$ cat src/rtl/instr_sequencer.sv
// Buffers instruction words and dispatches them one at a time to the control FSM, retiring each when its terminal state is reached.
// Latency: push to code is 2 cycles min; back-to-back dispatch with no bubble; instr_ready = !full, hold stalls pop/dispatch.
module instr_sequencer #(
    parameter int DEPTH = 4,
    parameter int CW    = 16
) (
    input  logic          clk,
    input  logic          rst_n,
    input  logic [22:0]   instr_in,
    input  logic          instr_valid,
    output logic          instr_ready,
    input  logic          hold,
    input  logic [4:0]    next_state,
    output logic [22:0]   code,
    output logic [4:0]    current_state,
    output logic          busy,
    output logic          done,
    output logic          illegal,
    output logic          seq_err,
    output logic [CW-1:0] retired
);
    localparam int AW = $clog2(DEPTH);
    localparam logic [AW:0] CNT_FULL = (AW+1)'(DEPTH);

    typedef enum logic {IDLE, EXEC} state_t;

    state_t        state_q, state_d;
    logic [22:0]   mem [DEPTH];
    logic [AW-1:0] wr_ptr, rd_ptr;
    logic [AW:0]   count;
    logic          push, pop, empty;
    logic [22:0]   head;
    logic [22:0]   code_d;
    logic [4:0]    cs_d;
    logic          done_d, ill_d, seq_d;
    logic [CW-1:0] ret_d;

    function automatic logic [4:0] term_of(input logic [3:0] f);
        case (f)
            4'd1:    term_of = 5'd1;
            4'd2:    term_of = 5'd2;
            4'd3:    term_of = 5'd5;
            4'd4:    term_of = 5'd9;
            4'd5:    term_of = 5'd12;
            4'd6:    term_of = 5'd15;
            4'd7:    term_of = 5'd18;
            4'd8:    term_of = 5'd21;
            4'd9:    term_of = 5'd24;
            default: term_of = 5'd0;
        endcase
    endfunction

    function automatic logic is_legal(input logic [3:0] f);
        is_legal = (f != 4'd0) && (f <= 4'd9);
    endfunction

    assign empty       = (count == '0);
    assign instr_ready = (count != CNT_FULL);
    assign push        = instr_valid && instr_ready;
    assign head        = mem[rd_ptr];
    assign busy        = (state_q == EXEC);

    always_ff @(posedge clk) begin
        if (push) begin
            mem[wr_ptr] <= instr_in;
        end
    end

    always_ff @(posedge clk or negedge rst_n) begin
        if (!rst_n) begin
            wr_ptr <= '0;
            rd_ptr <= '0;
            count  <= '0;
        end else begin
            if (push) wr_ptr <= wr_ptr + AW'(1);
            if (pop)  rd_ptr <= rd_ptr + AW'(1);
            if (push && !pop)      count <= count + (AW+1)'(1);
            else if (pop && !push) count <= count - (AW+1)'(1);
        end
    end

    always_comb begin
        state_d = state_q;
        code_d  = code;
        cs_d    = current_state;
        done_d  = 1'b0;
        ill_d   = 1'b0;
        seq_d   = 1'b0;
        ret_d   = retired;
        pop     = 1'b0;
        if (!hold) begin
            case (state_q)
                IDLE: begin
                    if (!empty) begin
                        pop = 1'b1;
                        if (is_legal(head[22:19])) begin
                            code_d  = head;
                            cs_d    = 5'd0;
                            state_d = EXEC;
                        end else begin
                            ill_d = 1'b1;
                        end
                    end
                end
                EXEC: begin
                    if (current_state == term_of(code[22:19])) begin
                        done_d = 1'b1;
                        ret_d  = retired + CW'(1);
                        code_d = '0;
                        cs_d   = 5'd0;
                        if (!empty) begin
                            pop = 1'b1;
                            // Next word loads straight into code so the FSM sees no idle gap.
                            if (is_legal(head[22:19])) begin
                                code_d = head;
                            end else begin
                                ill_d   = 1'b1;
                                state_d = IDLE;
                            end
                        end else begin
                            state_d = IDLE;
                        end
                    end else if (next_state == 5'd0) begin
                        seq_d   = 1'b1;
                        state_d = IDLE;
                        code_d  = '0;
                        cs_d    = 5'd0;
                    end else begin
                        cs_d = next_state;
                    end
                end
                default: state_d = IDLE;
            endcase
        end
    end

    always_ff @(posedge clk or negedge rst_n) begin
        if (!rst_n) begin
            state_q       <= IDLE;
            code          <= '0;
            current_state <= 5'd0;
            done          <= 1'b0;
            illegal       <= 1'b0;
            seq_err       <= 1'b0;
            retired       <= '0;
        end else begin
            state_q       <= state_d;
            code          <= code_d;
            current_state <= cs_d;
            done          <= done_d;
            illegal       <= ill_d;
            seq_err       <= seq_d;
            retired       <= ret_d;
        end
    end
endmodule

$ cat config.mk
export PLATFORM = sky130hd
export DESIGN_NAME = instr_sequencer
export DESIGN_NICKNAME = d
export VERILOG_FILES = /design/src/rtl/instr_sequencer.sv
export SDC_FILE = /design/constraint.sdc
export NUM_CORES = 1
export LEC_CHECK = 0
export CAP_MARGIN = 5
export CORE_MARGIN = 5
export CORE_UTILIZATION = 40
export DETAILED_ROUTE_END_ITERATION = 8
export PLACE_DENSITY = 0.58
export SLEW_MARGIN = 10
export SYNTH_ARGS = -nofsm -noshare
export SYNTH_HDL_FRONTEND = slang
export SYNTH_SLANG_ARGS = --single-unit
$ cat constraint.sdc
create_clock -name clk -period 3.2 [get_ports clk]
set_input_delay 0.64 -clock clk [delete_from_list [all_inputs] [get_ports clk]]
set_output_delay 0.64 -clock clk [all_outputs]
set_load 0.05 [all_outputs]
==> key figures, run 1 <==
Outcome
  • Result of the run: completed

Critical path
  • Data required time at the worst endpoint: 3500 ps
  • CP endpoint kind: register
  • Critical Path AT: 3270 ps
  • Maximum net fanout on the critical path: 8
  • Startpoint types: register
  • Category of the most critical setup path: reg -> reg

Clocking
  • CTS tree: yes
  • Number of gates resized after CTS: 0
  • Cts hold-fix bufs: 0
  • Root buffer cell: sky130_fd_sc_hd__clkbuf_16
  • Clock-pin transition on the worst setup and hold timing paths: 60 ps
  • Number of buffers added by the clock tree synthesis step: 17
  • Number of H-tree levels: 4
  • Number of buffers on the longest clock path: 2
  • Number of buffers added for setup after CTS: 0
  • Clk sink count: 147
  • Later-pin clock latency in the skew report: 410 ps

Die
  • Die ar.: 17330 um2
  • Floorplan die height: 131.7 um
  • Overall die width: 131.7 um
  • Standard-cell rows: 44
  • Starting density of the core: 40.73%
  • Area of the core: 14530 um2
  • Ports placed on the boundary: 81

STA
  • Tcrit/Tclk final: 92.86%
  • Min Tclk post-route: 2972 ps
  • Sum Neg Setup Slack: 0 ps
  • Setup slack after layout: 228.4 ps
  • Relative slew slack: 49.15%
  • Worst Tran Pin Value: 762.8 ps
  • Worst slack on hold paths: 389.2 ps
  • Number of slew-limit violations in the final report: 0
  • Setup repair after global routing missed its margin: false
  • Layout Skew: 6.125 ps
  • Highest clock frequency the design can meet: 0.3365 GHz
  • Final setup fails: 0
  • Final hold violation count: 0

Job
  • Reported max-cap violation count: 0

Synthesis
  • Synth Net Count: 387
  • Mean post-synth cell area: 17.26 um2
  • Area fraction of the dominant cell type after synthesis: 46.67%
  • Synthesized cell area: 5919 um2
  • Unique masters post-synth: 43
  • Most used standard cell by instance count after synthesis: sky130_fd_sc_hd__edfxtp_1
  • Most used flip-flop cell after synthesis: sky130_fd_sc_hd__edfxtp_1
  • Fraction of synthesis flops using an asynchronous set or reset pin: 37.41%
  • Seq/Total Area, Yosys: 69.92%
  • Top cells by area, synth: sky130_fd_sc_hd__edfxtp_1 47%, sky130_fd_sc_hd__dfrtp_1 23%, sky130_fd_sc_hd__mux4_2 8.8%
  • Post-synthesis sequential element count: 147
  • Library cell with the largest summed area after synthesis: sky130_fd_sc_hd__edfxtp_1
  • Synth cell count leaders: 92 x sky130_fd_sc_hd__edfxtp_1, 55 x sky130_fd_sc_hd__dfrtp_1, 29 x sky130_fd_sc_hd__a22o_1
  • Synthesized instance count: 343
  • EDFF count, synth: 92
  • Synth warn: 0

Placement
  • Routability congestion estimate from global placement: 0.7794
  • HPWL Detailed: 7.687 mm
  • Buffers on Ports: 80
  • Post-placement worst setup slack: 250.1 ps
  • Area after DPL: 6992 um2

Global routing
  • Wire length of the first global-routing pass: 19.78 mm
  • Remaining global-route overflow: 0
  • All-layer global routing usage: 14.69%
  • Initial antenna violation count: 0
  • Vias in the first global route: 3600
  • Largest net degree at the start of global routing: 56

Route
  • Routed vias/inst: 5.230
  • Via count of the routed design: 3347
  • DRC violation count after routing: 0
  • Number of iterations in the first detailed-routing pass: 4
  • Antenna violation net count after detailed routing: 0
  • Average wire per cell in the routed design: 19.02 um
  • Detailed-route wire length: 12.18 mm
  • Number of DRC violations after detailed-routing iteration 0: 249

Worst hold path
  • Type of the tightest min-delay check: in -> async

Power and ir drop
  • Final Total Pwr: 7.662 mW
  • Leak Pwr: 2.837 nW
  • IR Drop Worst-Case VDD: 718.7 uV
  • Pwr/cell area: 1017 nW/um2

Finish
  • Net count, final: 488
  • Filler Cells Inserted: 1224
  • Number of diodes added for antenna fixing: 0
  • Layout overhead on the synthesized area: 27.33%
  • Final Cell Area: 7537 um2
  • Fraction of final layout cells with drive strength greater than 1: 16.89%
-- critical path: stages (launching register included) --
cell,delay (ps)
sky130_fd_sc_hd__dfrtp_2,440
sky130_fd_sc_hd__inv_1,80
sky130_fd_sc_hd__ha_1,220
sky130_fd_sc_hd__mux2_1,290
sky130_fd_sc_hd__o21ai_1,170
sky130_fd_sc_hd__xnor2_1,190
sky130_fd_sc_hd__nor4b_4,80
sky130_fd_sc_hd__o21ai_0,270
sky130_fd_sc_hd__ha_1,260
sky130_fd_sc_hd__inv_1,60
sky130_fd_sc_hd__fa_1,380
sky130_fd_sc_hd__xor2_1,200
sky130_fd_sc_hd__nor2_1,70
sky130_fd_sc_hd__xor2_1,130
-- logic make-up after synthesis --
logic type | share of synthesized area, %
muxes | 9.660
DFF | 69.92
AOI/OAI and AO/OA | 5.939
buffers and inverters | 1.944
adders and majority gates | 2.663
xor gates and xnor gates | 3.995
and+or+nand+nor | 5.876
-- layer usage --
layer	GRT usage, %	wire length [um]	up-vias
met5	0	0	-
met4	3.943	99	0
met3	5.466	635	8
met2	22.57	5628	86
met1	19.82	5812	1730
li1	-	-	1523
-- registers in the layout, indices dropped and copies added, names as in the netlist --
| signal | count |
|---|---|
| code | 23 |
| rd_ptr | 2 |
| illegal | 1 |
| count | 3 |
| done | 1 |
| busy | 1 |
| retired | 16 |
| mem | 92 |
| current_state | 5 |
| wr_ptr | 2 |
| seq_err | 1 |
-- cell usage in the layout (no fill, tap or decap), drive strengths merged, types with 3 or more instances in the layout --
cell type and instances:
inv 10, edfxtp 92, nor3 3, clkbuf 23
xnor2 25, dfrtp 55, clkdlybuf4s50 79, ha 11
nor2 14, nand3 9, nand4 5, o21ai 7
and2 3, a22o 29, mux4 23, mux2 3
nand2 10, buf 18, clkinv 4, and3 9
-- path summary, 6_finish.rpt --
| path | from | to | slack [ps] | cells after the start |
|---|---|---|---|---|
| min | rst_n | code[11] | 390 | 2 |
| min in group clk | retired[15] | retired[15] | 480 | 1 |
| min reg2reg | retired[15] | retired[15] | 480 | 1 |
| max reg2reg | code[19] | count[2] | 230 | 13 |
| max | code[19] | count[2] | 230 | 13 |
| max in group asynchronous | rst_n | rd_ptr[0] | 2270 | 2 |
-- where the power goes --
group	internal (mW)	leakage (nW)	switching, mW
Clock	1.11	0.265	0.738
Combinational	1.24	1.02	1.71
Sequential	2.53	1.56	0.340
Total	4.87	2.84	2.79
-- area by class of cell --
| class | instances | area (um2) | area share [%] |
|---|---|---|---|
| flip-flops and latches | 147 | 4143 | 54.96 |
| multi-input cells | 173 | 1665 | 22.09 |
| repair buffers | 97 | 923.4 | 12.25 |
| clock buffers | 23 | 467.9 | 6.209 |
| well taps | 184 | 230.2 | 3.054 |
| clock inverters | 8 | 77.57 | 1.029 |
| inverters | 8 | 30.03 | 0.3984 |
-- per-stage QoR --
step                std cells  util, %
finish                    640    51.86
global route              640    51.86
CTS                       640    51.86
detailed placement        609    48.11
global placement          609    48.11
floorplan                 343        -
(Power assumes the default switching activity.)
==> inputs of run 2 (changes only) <==
--- a/config.mk
+++ b/config.mk
@@ -5,6 +5,7 @@
 export SDC_FILE = /design/constraint.sdc
 export NUM_CORES = 1
 export LEC_CHECK = 0
+export ABC_CLOCK_PERIOD_IN_PS = 3200
 export CAP_MARGIN = 5
 export CORE_MARGIN = 5
 export CORE_UTILIZATION = 40
==> results of run 2 <==
Same layout as run 1: the final DEF is identical, and so are final timing and power.
